### config.mk
export PLATFORM = sky130hd
export DESIGN_NAME = spike_rle_encoder_flat
export DESIGN_NICKNAME = d
export VERILOG_FILES = /design/src/rtl/spike_rle_encoder_if.sv /design/src/rtl/spike_rle_encoder.sv /design/src/flat_wrapper.sv
export SDC_FILE = /design/constraint.sdc
export NUM_CORES = 1
export LEC_CHECK = 0
export CELL_PAD_IN_SITES_DETAIL_PLACEMENT = 0
export CELL_PAD_IN_SITES_GLOBAL_PLACEMENT = 1
export CORE_UTILIZATION = 39
export CTS_CLUSTER_SIZE = 20
export DETAILED_ROUTE_END_ITERATION = 8
export PLACE_DENSITY = 0.72
export SYNTH_ARGS = -nofsm -noshare
export SYNTH_HDL_FRONTEND = slang
export SYNTH_SLANG_ARGS = --single-unit
export TNS_END_PERCENT = 1
### constraint.sdc
create_clock -name clk -period 2.3 [get_ports clk]
set_input_delay 0.345 -clock clk [delete_from_list [all_inputs] [get_ports clk]]
set_output_delay 0.345 -clock clk [all_outputs]
set_load 0.03 [all_outputs]
### src/rtl/spike_rle_encoder_if.sv
// spike_rle_encoder_if: event stream handshake between the RLE encoder and its consumer.
//   ev_data  : FIFO head, bit GAP_W = type (1 spike / 0 idle marker), low bits = gap
//   ev_valid : head is valid (FIFO non-empty)
//   ev_ready : consumer accepts the head this cycle
// master = encoder side, slave = consumer side.
interface spike_rle_encoder_if #(
    parameter int unsigned GAP_W = 7
);
    localparam int unsigned EV_W = GAP_W + 1;

    logic [EV_W-1:0] ev_data;
    logic            ev_valid;
    logic            ev_ready;

    modport master (output ev_data, output ev_valid, input ev_ready);
    modport slave  (input ev_data, input ev_valid, output ev_ready);
endinterface

### src/rtl/spike_rle_encoder.sv
// spike_rle_encoder: run-length encodes a 1-bit spike train into (GAP_W+1)-bit events
// (spike + idle gap, or idle marker after 2^GAP_W silent cycles) and queues them in a
// small register FIFO drained over a valid/ready handshake.
// Ports:
//   clk, rst       : clock (rising edge), synchronous active-high reset
//   en, spike      : sample enable and spike input from the neuron stage
//   ev (master)    : ev_data / ev_valid / ev_ready event stream
//   fill           : current FIFO occupancy
//   ovf            : sticky flag, set when an event is dropped on a full FIFO
//   drop_cnt       : saturating count of dropped events
// Optional feature: define SPIKE_RLE_DROP_CNT_EN to build the drop counter;
// otherwise drop_cnt is tied to 0.
module spike_rle_encoder #(
    parameter int unsigned GAP_W = 7,
    parameter int unsigned DEPTH = 4
) (
    input  logic                     clk,
    input  logic                     rst,
    input  logic                     en,
    input  logic                     spike,
    spike_rle_encoder_if.master      ev,
    output logic [$clog2(DEPTH):0]   fill,
    output logic                     ovf,
    output logic [7:0]               drop_cnt
);
    localparam int unsigned EV_W  = GAP_W + 1;
    localparam int unsigned PTR_W = $clog2(DEPTH);
    localparam int unsigned CNT_W = PTR_W + 1;
    localparam logic [GAP_W-1:0] GAP_MAX = '1;

    logic [GAP_W-1:0] gap_q;
    logic [EV_W-1:0]  mem_q [DEPTH];
    logic [PTR_W-1:0] wr_ptr_q;
    logic [PTR_W-1:0] rd_ptr_q;
    logic [CNT_W-1:0] count_q;
    logic             valid_q;
    logic             ovf_q;

    logic             push_c;
    logic             pop_c;
    logic             accept_c;
    logic             reject_c;
    logic [EV_W-1:0]  push_data_c;
    logic [CNT_W-1:0] count_nxt_c;

    // Event generation: a spike, or a saturated gap, produces one event
    assign push_c      = en && (spike || (gap_q == GAP_MAX));
    assign push_data_c = spike ? {1'b1, gap_q} : {1'b0, GAP_MAX};

    // A full FIFO still accepts a push when the head leaves in the same cycle
    assign pop_c    = valid_q && ev.ev_ready;
    assign accept_c = push_c && ((count_q < CNT_W'(DEPTH)) || pop_c);
    assign reject_c = push_c && !accept_c;

    // Next occupancy
    always_comb begin
        count_nxt_c = count_q;
        unique case ({accept_c, pop_c})
            2'b10:   count_nxt_c = count_q + CNT_W'(1);
            2'b01:   count_nxt_c = count_q - CNT_W'(1);
            default: count_nxt_c = count_q;
        endcase
    end

    // Gap counter, FIFO storage/pointers and sticky overflow
    always_ff @(posedge clk) begin
        if (rst) begin
            gap_q    <= '0;
            wr_ptr_q <= '0;
            rd_ptr_q <= '0;
            count_q  <= '0;
            valid_q  <= 1'b0;
            ovf_q    <= 1'b0;
            mem_q    <= '{default: '0};
        end else begin
            // gap restarts on every event, even a dropped one, to keep the stream aligned
            if (en) begin
                gap_q <= push_c ? '0 : gap_q + GAP_W'(1);
            end
            if (accept_c) begin
                mem_q[wr_ptr_q] <= push_data_c;
                wr_ptr_q        <= wr_ptr_q + PTR_W'(1);
            end
            if (pop_c) begin
                rd_ptr_q <= rd_ptr_q + PTR_W'(1);
            end
            count_q <= count_nxt_c;
            valid_q <= (count_nxt_c != '0);
            if (reject_c) begin
                ovf_q <= 1'b1;
            end
        end
    end

    assign ev.ev_data  = mem_q[rd_ptr_q];
    assign ev.ev_valid = valid_q;
    assign fill        = count_q;
    assign ovf         = ovf_q;

`ifdef SPIKE_RLE_DROP_CNT_EN
    logic [7:0] drop_q;

    // Saturating drop counter
    always_ff @(posedge clk) begin
        if (rst) begin
            drop_q <= '0;
        end else if (reject_c && (drop_q != 8'hFF)) begin
            drop_q <= drop_q + 8'd1;
        end
    end

    assign drop_cnt = drop_q;
`else
    assign drop_cnt = 8'h00;
`endif

endmodule

### src/flat_wrapper.sv
// flat-port wrapper written by rule: the top's interface ports become plain ports
module spike_rle_encoder_flat 
#(
    parameter int unsigned GAP_W = 7,
    parameter int unsigned DEPTH = 4
)
  (clk, rst, en, spike, fill, ovf, drop_cnt, ev_ev_data, ev_ev_valid, ev_ev_ready);
  spike_rle_encoder_if #(.GAP_W(GAP_W)) ev_i ();
  input  logic clk;
  input  logic rst;
  input  logic en;
  input  logic spike;
  output logic [$clog2(DEPTH):0] fill;
  output logic ovf;
  output logic [7:0] drop_cnt;
  output wire logic [$bits(ev_i.ev_data)-1:0] ev_ev_data;
  output wire logic [$bits(ev_i.ev_valid)-1:0] ev_ev_valid;
  input wire logic [$bits(ev_i.ev_ready)-1:0] ev_ev_ready;
  assign ev_ev_data = ev_i.ev_data;
  assign ev_ev_valid = ev_i.ev_valid;
  assign ev_i.ev_ready = ev_ev_ready;
  spike_rle_encoder #(.GAP_W(GAP_W), .DEPTH(DEPTH)) u_core (.clk(clk), .rst(rst), .en(en), .spike(spike), .ev(ev_i), .fill(fill), .ovf(ovf), .drop_cnt(drop_cnt));
endmodule
==> flow_summary.rst, run 1 <==
.. list-table::
   :header-rows: 1

   * - Metric
     - Value
   * - Net switching component of the power
     - 591.8 µW
   * - Type of element capturing the critical path
     - register
   * - Final clock skew
     - 0.01044 ns
   * - Maximum fanout encountered on the critical timing path
     - 3
   * - Part of the power in the clock network
     - 33.7%
   * - Number of fillers in the final layout
     - 538
   * - CP delay by family, top
     - adder cells
   * - Final critical delay including setup and external delays
     - 2.191 ns
   * - Share of async-settable or async-resettable flops after synthesis
     - 0%
   * - Required time of the critical path
     - 2.49 ns
   * - IR Drop Worst-Case VDD
     - 0.4405 mV
   * - Switching part of the total
     - 27.86%
   * - Source-to-sink clock delay at the later pin of the worst-skew pair
     - 0.30 ns
   * - Reg-to-reg critical path startpoint
     - u_core.gap_q[1]$_SDFFE_PP0P_
   * - Syn Std Cell Area
     - 0.002338 mm²
   * - Number of nets in the layout
     - 262
   * - Top flip-flop cell by instance count after synthesis
     - dfxtp_1
   * - Final Hold Violating Endpoints
     - 0
   * - Standard cell core area
     - 0.005642 mm²
   * - Arrival time of the worst setup path
     - 2.38 ns
   * - Power Internal
     - 1532 µW
   * - Critical path's largest stage delay
     - 0.51 ns
   * - Starting Density
     - 41.45%
   * - WL per Instance
     - 13.70 µm
   * - Number of library cell types mapped by synthesis
     - 38
   * - CP endpoint
     - u_core.ev.ev_valid$_SDFF_PP0_
   * - Initial antenna violation count
     - 0
   * - Critical R2R Capture
     - u_core.ev.ev_valid$_SDFF_PP0_
   * - Buffers & Inverters on Critical Path
     - 2
   * - # port buffers
     - 17
   * - Reported leakage power
     - 0.001293 µW
   * - Post-route cell area
     - 0.002773 mm²
   * - Outcome
     - finished, final reports clean
   * - H-tree depth
     - 2
   * - Max-cap violation count
     - 0
   * - Routed via count divided by cell count
     - 4.910
   * - Final cell count without fillers
     - 322
   * - Area post-placement
     - 0.002634 mm²
   * - Cell-by-cell trace of the critical path
     - ha_2 > and3_4 > a32o_2 > and2_4 > inv_2 > ha_4 > inv_2 > fa_2 > nand2b_1 > a21oi_1 > a21oi_1
   * - Startpoint type of the worst setup path
     - register
   * - Overall power
     - 2124 µW
   * - Initial detailed-routing violation count
     - 57
   * - Hold WC Path Type
     - register to register
   * - Sequential cell area
     - 962.2 µm²
   * - Number of standard cells after synthesis
     - 225
   * - Clock tree from TritonCTS
     - built
   * - Clock buffer count from CTS
     - 5
   * - Share of synthesized area occupied by flip-flops and latches
     - 41.09%
   * - DRC errors left
     - 0
   * - Top cells by area, synth
     - dfxtp_1 (41%), mux2i_1 (14%), nand2b_1 (9.4%)
   * - Number of primary I/O pins
     - 26
   * - Layout-stage area growth over the synthesis result
     - 18.57%
   * - Number of flops mapped to enable cells by yosys
     - 0
   * - Slew Limit Fails
     - 0
   * - Power density normalized to cell area
     - 766.0 mW/mm²
   * - Final Setup Violations
     - 0
   * - Global route overflow
     - 0
   * - Die outline area
     - 0.006310 mm²
   * - Iteration count of the initial detailed-routing pass
     - 4
   * - Count leader, synth
     - dfxtp_1
   * - Cells after DPL
     - 314
   * - Post-Syn Area per Cell
     - 10.39 µm²
   * - Number of global-route vias before repair
     - 1579
   * - Number of warnings printed during yosys synthesis
     - 0
   * - Sequential fraction of design power
     - 43.4%
   * - Die Span Y
     - 79.44 µm
   * - RePlAce Congestion
     - 0.7134
   * - Levels on crit path
     - 11
   * - First-pass GRT wire length
     - 7500 µm
   * - Area share of the largest cell type after synthesis
     - 41.09%
   * - Crit share post-route
     - 95.28%
   * - First element of the critical path
     - u_core.gap_q[1]$_SDFFE_PP0P_
   * - Overall die width
     - 79.44 µm
   * - Buffer levels on the longest clock path
     - 2
   * - Length in cells of the worst reg-to-reg path
     - 11
   * - Type of the worst setup path
     - register to register
   * - Final routed wirelength across all metal layers
     - 4413 µm
   * - Pin count of the biggest net entering global routing
     - 29
   * - Slowest stage cell, crit path
     - fa_2
   * - Setup repair after global routing missed its margin
     - true
   * - Final ANT Viol Nets
     - 0
   * - Hold_buf cts
     - 0
   * - Dominant cell type by area after synthesis
     - dfxtp_1
   * - Diodes inserted
     - 0
   * - Area of the multi-input gates
     - 0.001257 mm²
   * - Top cells by instance count after synthesis
     - dfxtp_1 (48), nand2b_1 (35), mux2i_1 (32), inv_1 (14), nor2_1 (14)
   * - Clock slew at the register clock pins of the worst setup and hold paths
     - 0.09 ns
   * - Fraction of final layout cells sized beyond drive strength 1
     - 18.00%
   * - Clock Sink Count
     - 48
   * - Clock root buffer
     - clkbuf_8
   * - Register-to-register setup slack
     - 0.11 ns
   * - Detailed placer's ending HPWL
     - 3065 µm
   * - Seq cells post-synth
     - 48
   * - Total routing resource utilization after global routing
     - 15.82%
   * - Combinational share of power
     - 22.8%
   * - Achievable Freq
     - 456.3 MHz
   * - Number of core rows
     - 27
   * - Number of vias after detailed routing
     - 1581
-- tightest hold or removal path, cell delays in order, from the launching register on --
cell      delay (ns)
dfxtp_1         0.32
nand2b_1        0.06
mux2i_1         0.06
-- metrics by stage --
step | hold WS (ns) | util [%] | setup slack, ns | TNS, ns
2_1_floorplan | 0.4496 | - | -0.007231 | -0.007231
3_3_place_gp | 0.4585 | 46.68 | -0.2387 | -0.5252
3_5_place_dp | 0.4595 | 46.68 | -0.2759 | -0.6110
4_1_cts | 0.4816 | 48.86 | 0.01054 | 0
5_1_grt | 0.5054 | 49.15 | -0.03884 | -0.05399
6_report | 0.4781 | 49.15 | 0.1086 | 0
-- final cells by class --
| class | instances | share of cell area (%) |
|---|---|---|
| Clock buffer | 5 | 2.482 |
| Clock inverter | 2 | 2.166 |
| Sequential cell | 48 | 34.70 |
| Timing Repair Buffer | 30 | 10.15 |
| Inverter | 14 | 1.895 |
| Tap cell | 72 | 3.249 |
| Multi-Input combinational cell | 151 | 45.35 |
-- flip-flops by register name, summed over array words and instances (netlist names) --
signal and cells:
u_core.ovf 1, u_core.ev.ev_valid 1, u_core.mem_q 32, u_core.fill 3
u_core.gap_q 7, u_core.rd_ptr_q 2, u_core.wr_ptr_q 2
-- power groups by stage --
stage	Clock [µW]	Sequential [µW]	Combinational (µW)
2_1_floorplan	0	973	305
3_3_place_gp	0	943	487
3_5_place_dp	0	942	490
4_1_cts	732	924	486
5_1_grt	768	930	528
6_report	717	922	485
-- how the worst min path moves through the flow --
| stage | from | endpoint | slack [ns] | cells after the start |
|---|---|---|---|---|
| final | u_core.mem_q[5]$_SDFFE_PP0P_ | u_core.mem_q[5]$_SDFFE_PP0P_ | 0.48 | 2 |
| after detailed placement | u_core.ovf$_SDFFE_PP0P_ | u_core.ovf$_SDFFE_PP0P_ | 0.46 | 2 |
| after floorplan | u_core.mem_q[10]$_SDFFE_PP0P_ | u_core.mem_q[10]$_SDFFE_PP0P_ | 0.45 | 2 |
| after global placement | u_core.ovf$_SDFFE_PP0P_ | u_core.ovf$_SDFFE_PP0P_ | 0.46 | 2 |
| after global routing | u_core.mem_q[25]$_SDFFE_PP0P_ | u_core.mem_q[25]$_SDFFE_PP0P_ | 0.51 | 2 |
| after CTS | u_core.mem_q[0]$_SDFFE_PP0P_ | u_core.mem_q[0]$_SDFFE_PP0P_ | 0.48 | 2 |
-- per-layer routing --
layer  wire length [µm]  track usage [%]  share of wire [%]  up-vias
li1                   -                -                  -      780
met1               2164            20.03                 49      775
met2               2049            25.64                 46       21
met3                138            4.114                3.1        5
met4                 61            6.000                1.4        0
met5                  0                0                  0        -
-- cells in the final DEF (no fill, tap or decap), types with 7 or more instances in the layout --
master,instances
mux4_2,8
inv_1,12
conb_1,8
nand2b_1,35
a21o_1,7
dfxtp_1,47
mux2i_1,32
clkdlybuf4s50_1,9
nor2_1,14
buf_4,12
-- timing repair --
| item | 4_1_cts | 5_1_grt |
|---|---|---|
| setup endpoints to repair | 5 | 5 |
| buffers inserted | 0 | 1 |
| resized for setup | 5 | 4 |
| pin swaps | 0 | 5 |
-- cell families after synthesis --
kind of cell             synth area share [%]
AO/OA/AOI/OAI                           4.869
XOR/XNOR                                3.371
adder cells (fa/ha/maj)                 4.066
buffers and inverters                   7.330
flip-flops                              41.09
multiplexers                            21.40
other                                  0.1604
AND/OR/NAND/NOR                         17.71
Power figures use the tool's default switching activity.
==> inputs of run 2 (changes only) <==
- CAP_MARGIN: not set -> 10
- CELL_PAD_IN_SITES_DETAIL_PLACEMENT: 0 -> 1
==> run 2 against run 1 <==
Against the previous run:
- critical path depth up 1
- total power is 8.5% lower
- routed wire length is 7.2% higher
- cell count stayed put
- non-clock buffer count is 1 lower
- sequential share of layout area rose by 0.39 points
- register-to-register slack hardly changed
- die area stayed put
- first-iteration DRC count fell by 18%
==> flow_summary.rst, run 2 (same netlist as run 1, synthesis figures left out) <==
.. list-table::
   :header-rows: 1

   * - Metric
     - Value
   * - Number of primary I/O pins
     - 26 (unchanged)
   * - GR Util met3
     - 4.229% (+0.11 points)
   * - CP delay by family, top
     - buffers and inverters
   * - Fraction of final layout cells sized beyond drive strength 1
     - 18.40% (+0.40 points)
   * - Diodes inserted
     - 0 (unchanged)
   * - Reported leakage power
     - 0.001268 µW (-1.9%)
   * - Part of the power in the clock network
     - 27.6% (-6.1 points)
   * - Clock Sink Count
     - 48 (unchanged)
   * - Clock buffer count from CTS
     - 5 (unchanged)
   * - Pin count of the biggest net entering global routing
     - 29 (unchanged)
   * - Maximum fanout encountered on the critical timing path
     - 2 (-1)
   * - Required time of the critical path
     - 2.49 ns (about the same)
   * - H-tree depth
     - 2 (unchanged)
   * - Sequential cell area
     - 963.4 µm² (+0.13%)
   * - Clock tree from TritonCTS
     - built
   * - Outcome
     - finished, final reports clean
   * - Flip-flop count of the largest register after layout
     - 32 (unchanged)
   * - Levels on crit path
     - 12 (+1)
   * - Number of fillers in the final layout
     - 638 (+19%)
   * - Buffers & Inverters on Critical Path
     - 3 (+1)
   * - Iteration count of the initial detailed-routing pass
     - 4 (unchanged)
   * - Cells after DPL
     - 314 (unchanged)
   * - Initial detailed-routing violation count
     - 47 (-18%)
   * - Hold slack
     - 0.4789 ns (+0.0008140 ns)
   * - RePlAce Congestion
     - 0.7134 (unchanged)
   * - # port buffers
     - 17 (unchanged)
   * - Sequential fraction of design power
     - 47.6% (+4.2 points)
   * - Buffer levels on the longest clock path
     - 2 (unchanged)
   * - Clock slew at the register clock pins of the worst setup and hold paths
     - 0.09 ns (about the same)
   * - WL per Instance
     - 14.70 µm (+7.2%)
   * - Source-to-sink clock delay at the later pin of the worst-skew pair
     - 0.30 ns (about the same)
   * - Number of vias after detailed routing
     - 1579 (-0.13%)
   * - Cell-by-cell trace of the critical path
     - clkdlybuf4s50_1 > and3_4 > a32o_2 > and2_4 > inv_2 > ha_4 > inv_2 > fa_2 > xor2_1 > nor2_1 > xnor2_1 > a21oi_1
   * - Area of the multi-input gates
     - 0.001267 mm² (+0.80%)
   * - Slew Limit Fails
     - 0 (unchanged)
   * - Power Internal
     - 1345 µW (-12%)
   * - Standard cell core area
     - 0.005642 mm² (unchanged)
   * - Achievable Freq
     - 451.6 MHz (-1.0%)
   * - Busiest layer in global routing
     - met2
   * - Crit share post-route
     - 96.28% (+1.0 points)
   * - Clock root buffer
     - clkbuf_8
   * - Number of nets in the layout
     - 261 (-0.38%)
   * - Routed via count divided by cell count
     - 4.904 (-0.13%)
   * - Number of core rows
     - 27 (unchanged)
   * - Final Setup Violations
     - 0 (unchanged)
   * - Power density normalized to cell area
     - 707.9 mW/mm² (-7.6%)
   * - Final ANT Viol Nets
     - 0 (unchanged)
   * - Type of element capturing the critical path
     - register
   * - Layout-stage area growth over the synthesis result
     - 17.39%
   * - Setup repair after global routing missed its margin
     - true
   * - IR Drop Worst-Case VDD
     - 0.3465 mV (-21%)
   * - Dominant cell type by count on the critical path
     - inv_2
   * - Global route overflow
     - 0 (unchanged)
   * - Final cell count without fillers
     - 322 (unchanged)
   * - Net switching component of the power
     - 598.0 µW (+1.0%)
   * - Commonest non-fill, non-tap cells in the layout
     - dfxtp_1 (46), nand2b_1 (35), mux2i_1 (32), nor2_1 (14), inv_1 (12)
   * - GR Util met2
     - 29.57% (+3.9 points)
   * - Overall die width
     - 79.44 µm (unchanged)
   * - Setup total negative slack
     - 0 ns (unchanged)
   * - Buffers inserted by post-CTS timing repair
     - 0 (unchanged)
   * - Hold_buf cts
     - 0 (unchanged)
   * - Final Hold Violating Endpoints
     - 0 (unchanged)
   * - Number of global-route vias before repair
     - 1686 (+6.8%)
   * - Hold Path Stages
     - 2 (unchanged)
   * - Hold WC Path Type
     - register to register
   * - Register-to-register setup slack
     - 0.10 ns (about the same)
   * - Die outline area
     - 0.006310 mm² (unchanged)
   * - Critical path's largest stage delay
     - 0.43 ns (-0.08 ns)
   * - Register containing the most flip-flops in the final layout
     - u_core.mem_q
   * - Max-cap violation count
     - 0 (unchanged)
   * - Switching part of the total
     - 30.77% (+2.9 points)
   * - Detailed placer's ending HPWL
     - 3403 µm (+11%)
   * - First-pass GRT wire length
     - 8211 µm (+9.5%)
   * - Final critical delay including setup and external delays
     - 2.214 ns (+0.02309 ns)
   * - Met1 track demand over resource in global routing
     - 20.86% (+0.83 points)
   * - Arrival time of the worst setup path
     - 2.40 ns (+0.02 ns)
   * - Slowest stage cell, crit path
     - clkdlybuf4s50_1
   * - Die Span Y
     - 79.44 µm (unchanged)
   * - Most common cell after layout, fill and taps aside
     - dfxtp_1
   * - Combinational share of power
     - 24.8% (+2.0 points)
   * - Length in cells of the worst reg-to-reg path
     - 12 (+1)
   * - Starting Density
     - 41.45% (unchanged)
   * - Startpoint type of the worst setup path
     - input pin
   * - Initial antenna violation count
     - 0 (unchanged)
   * - Type of the worst setup path
     - input pin to register
   * - Total routing resource utilization after global routing
     - 17.10% (+1.3 points)
   * - Final clock skew
     - 0.009063 ns (-0.001373 ns)
   * - DRC errors left
     - 0 (unchanged)
   * - Final routed wirelength across all metal layers
     - 4732 µm (+7.2%)
==> run 2: changes by cell type in the layout (fill, tap and decap cells not counted), sizes merged <==
cell	before	now
clkbuf	5	6
buf	13	12
clkinvlp	0	2
bufinv	2	0
==> run 2: tightest hold or removal path: stages, from the launching register on <==
cell	delay, ns
dfxtp_1	0.32
nand2b_1	0.06
mux2i_1	0.06
==> run 2: power by group through the flow <==
stage                     registers, µW  logic (µW)  clock network [µW]
after CTS                           925         490                 564
after global placement              943         487                   0
final                               925         482                 537
after floorplan                     973         305                   0
after detailed placement            943         494                   0
after global routing                934         529                 602
==> run 2: metrics by stage <==
| step | util (%) | instance area [µm²] | setup WS, ns | power (µW) |
|---|---|---|---|---|
| floorplan | - | 2390 | -0.007231 | 1278 |
| global placement | 46.68 | 2634 | -0.2387 | 1430 |
| detailed placement | 46.68 | 2634 | -0.2786 | 1437 |
| CTS | 48.30 | 2725 | 0.004389 | 1979 |
| global route | 48.66 | 2745 | -0.04110 | 2065 |
| finish | 48.66 | 2745 | 0.08551 | 1943 |
==> run 2: layout make-up <==
type	count	share of cell area [%]
clock buffers	6	3.008
flip-flops and latches	48	35.10
repair buffers	29	9.982
multi-input cells	151	46.17
inverters	14	1.914
well taps	72	3.282
clock inverters	2	0.5469
==> run 2: repair_timing <==
action / in CTS / in global routing
setup endpoints to repair: 5 / 5
gates cloned: 0 / 0
gates resized for setup: 5 / 6
pin swaps: 0 / 4
==> run 2: path summary, 6_finish.rpt <==
check | from | to
min | u_core.mem_q[14]$_SDFFE_PP0P_ | u_core.mem_q[14]$_SDFFE_PP0P_
min reg2reg | u_core.mem_q[14]$_SDFFE_PP0P_ | u_core.mem_q[14]$_SDFFE_PP0P_
max reg2reg | u_core.gap_q[1]$_SDFFE_PP0P_ | u_core.ev.ev_valid$_SDFF_PP0_
max | en | u_core.ev.ev_valid$_SDFF_PP0_
==> run 2: metal layers <==
metal | vias up | share of wire (%)
li1 | 784 | -
met3 | 5 | 2.8
met4 | 0 | 0.74
met2 | 24 | 49
met1 | 766 | 47
met5 | - | 0
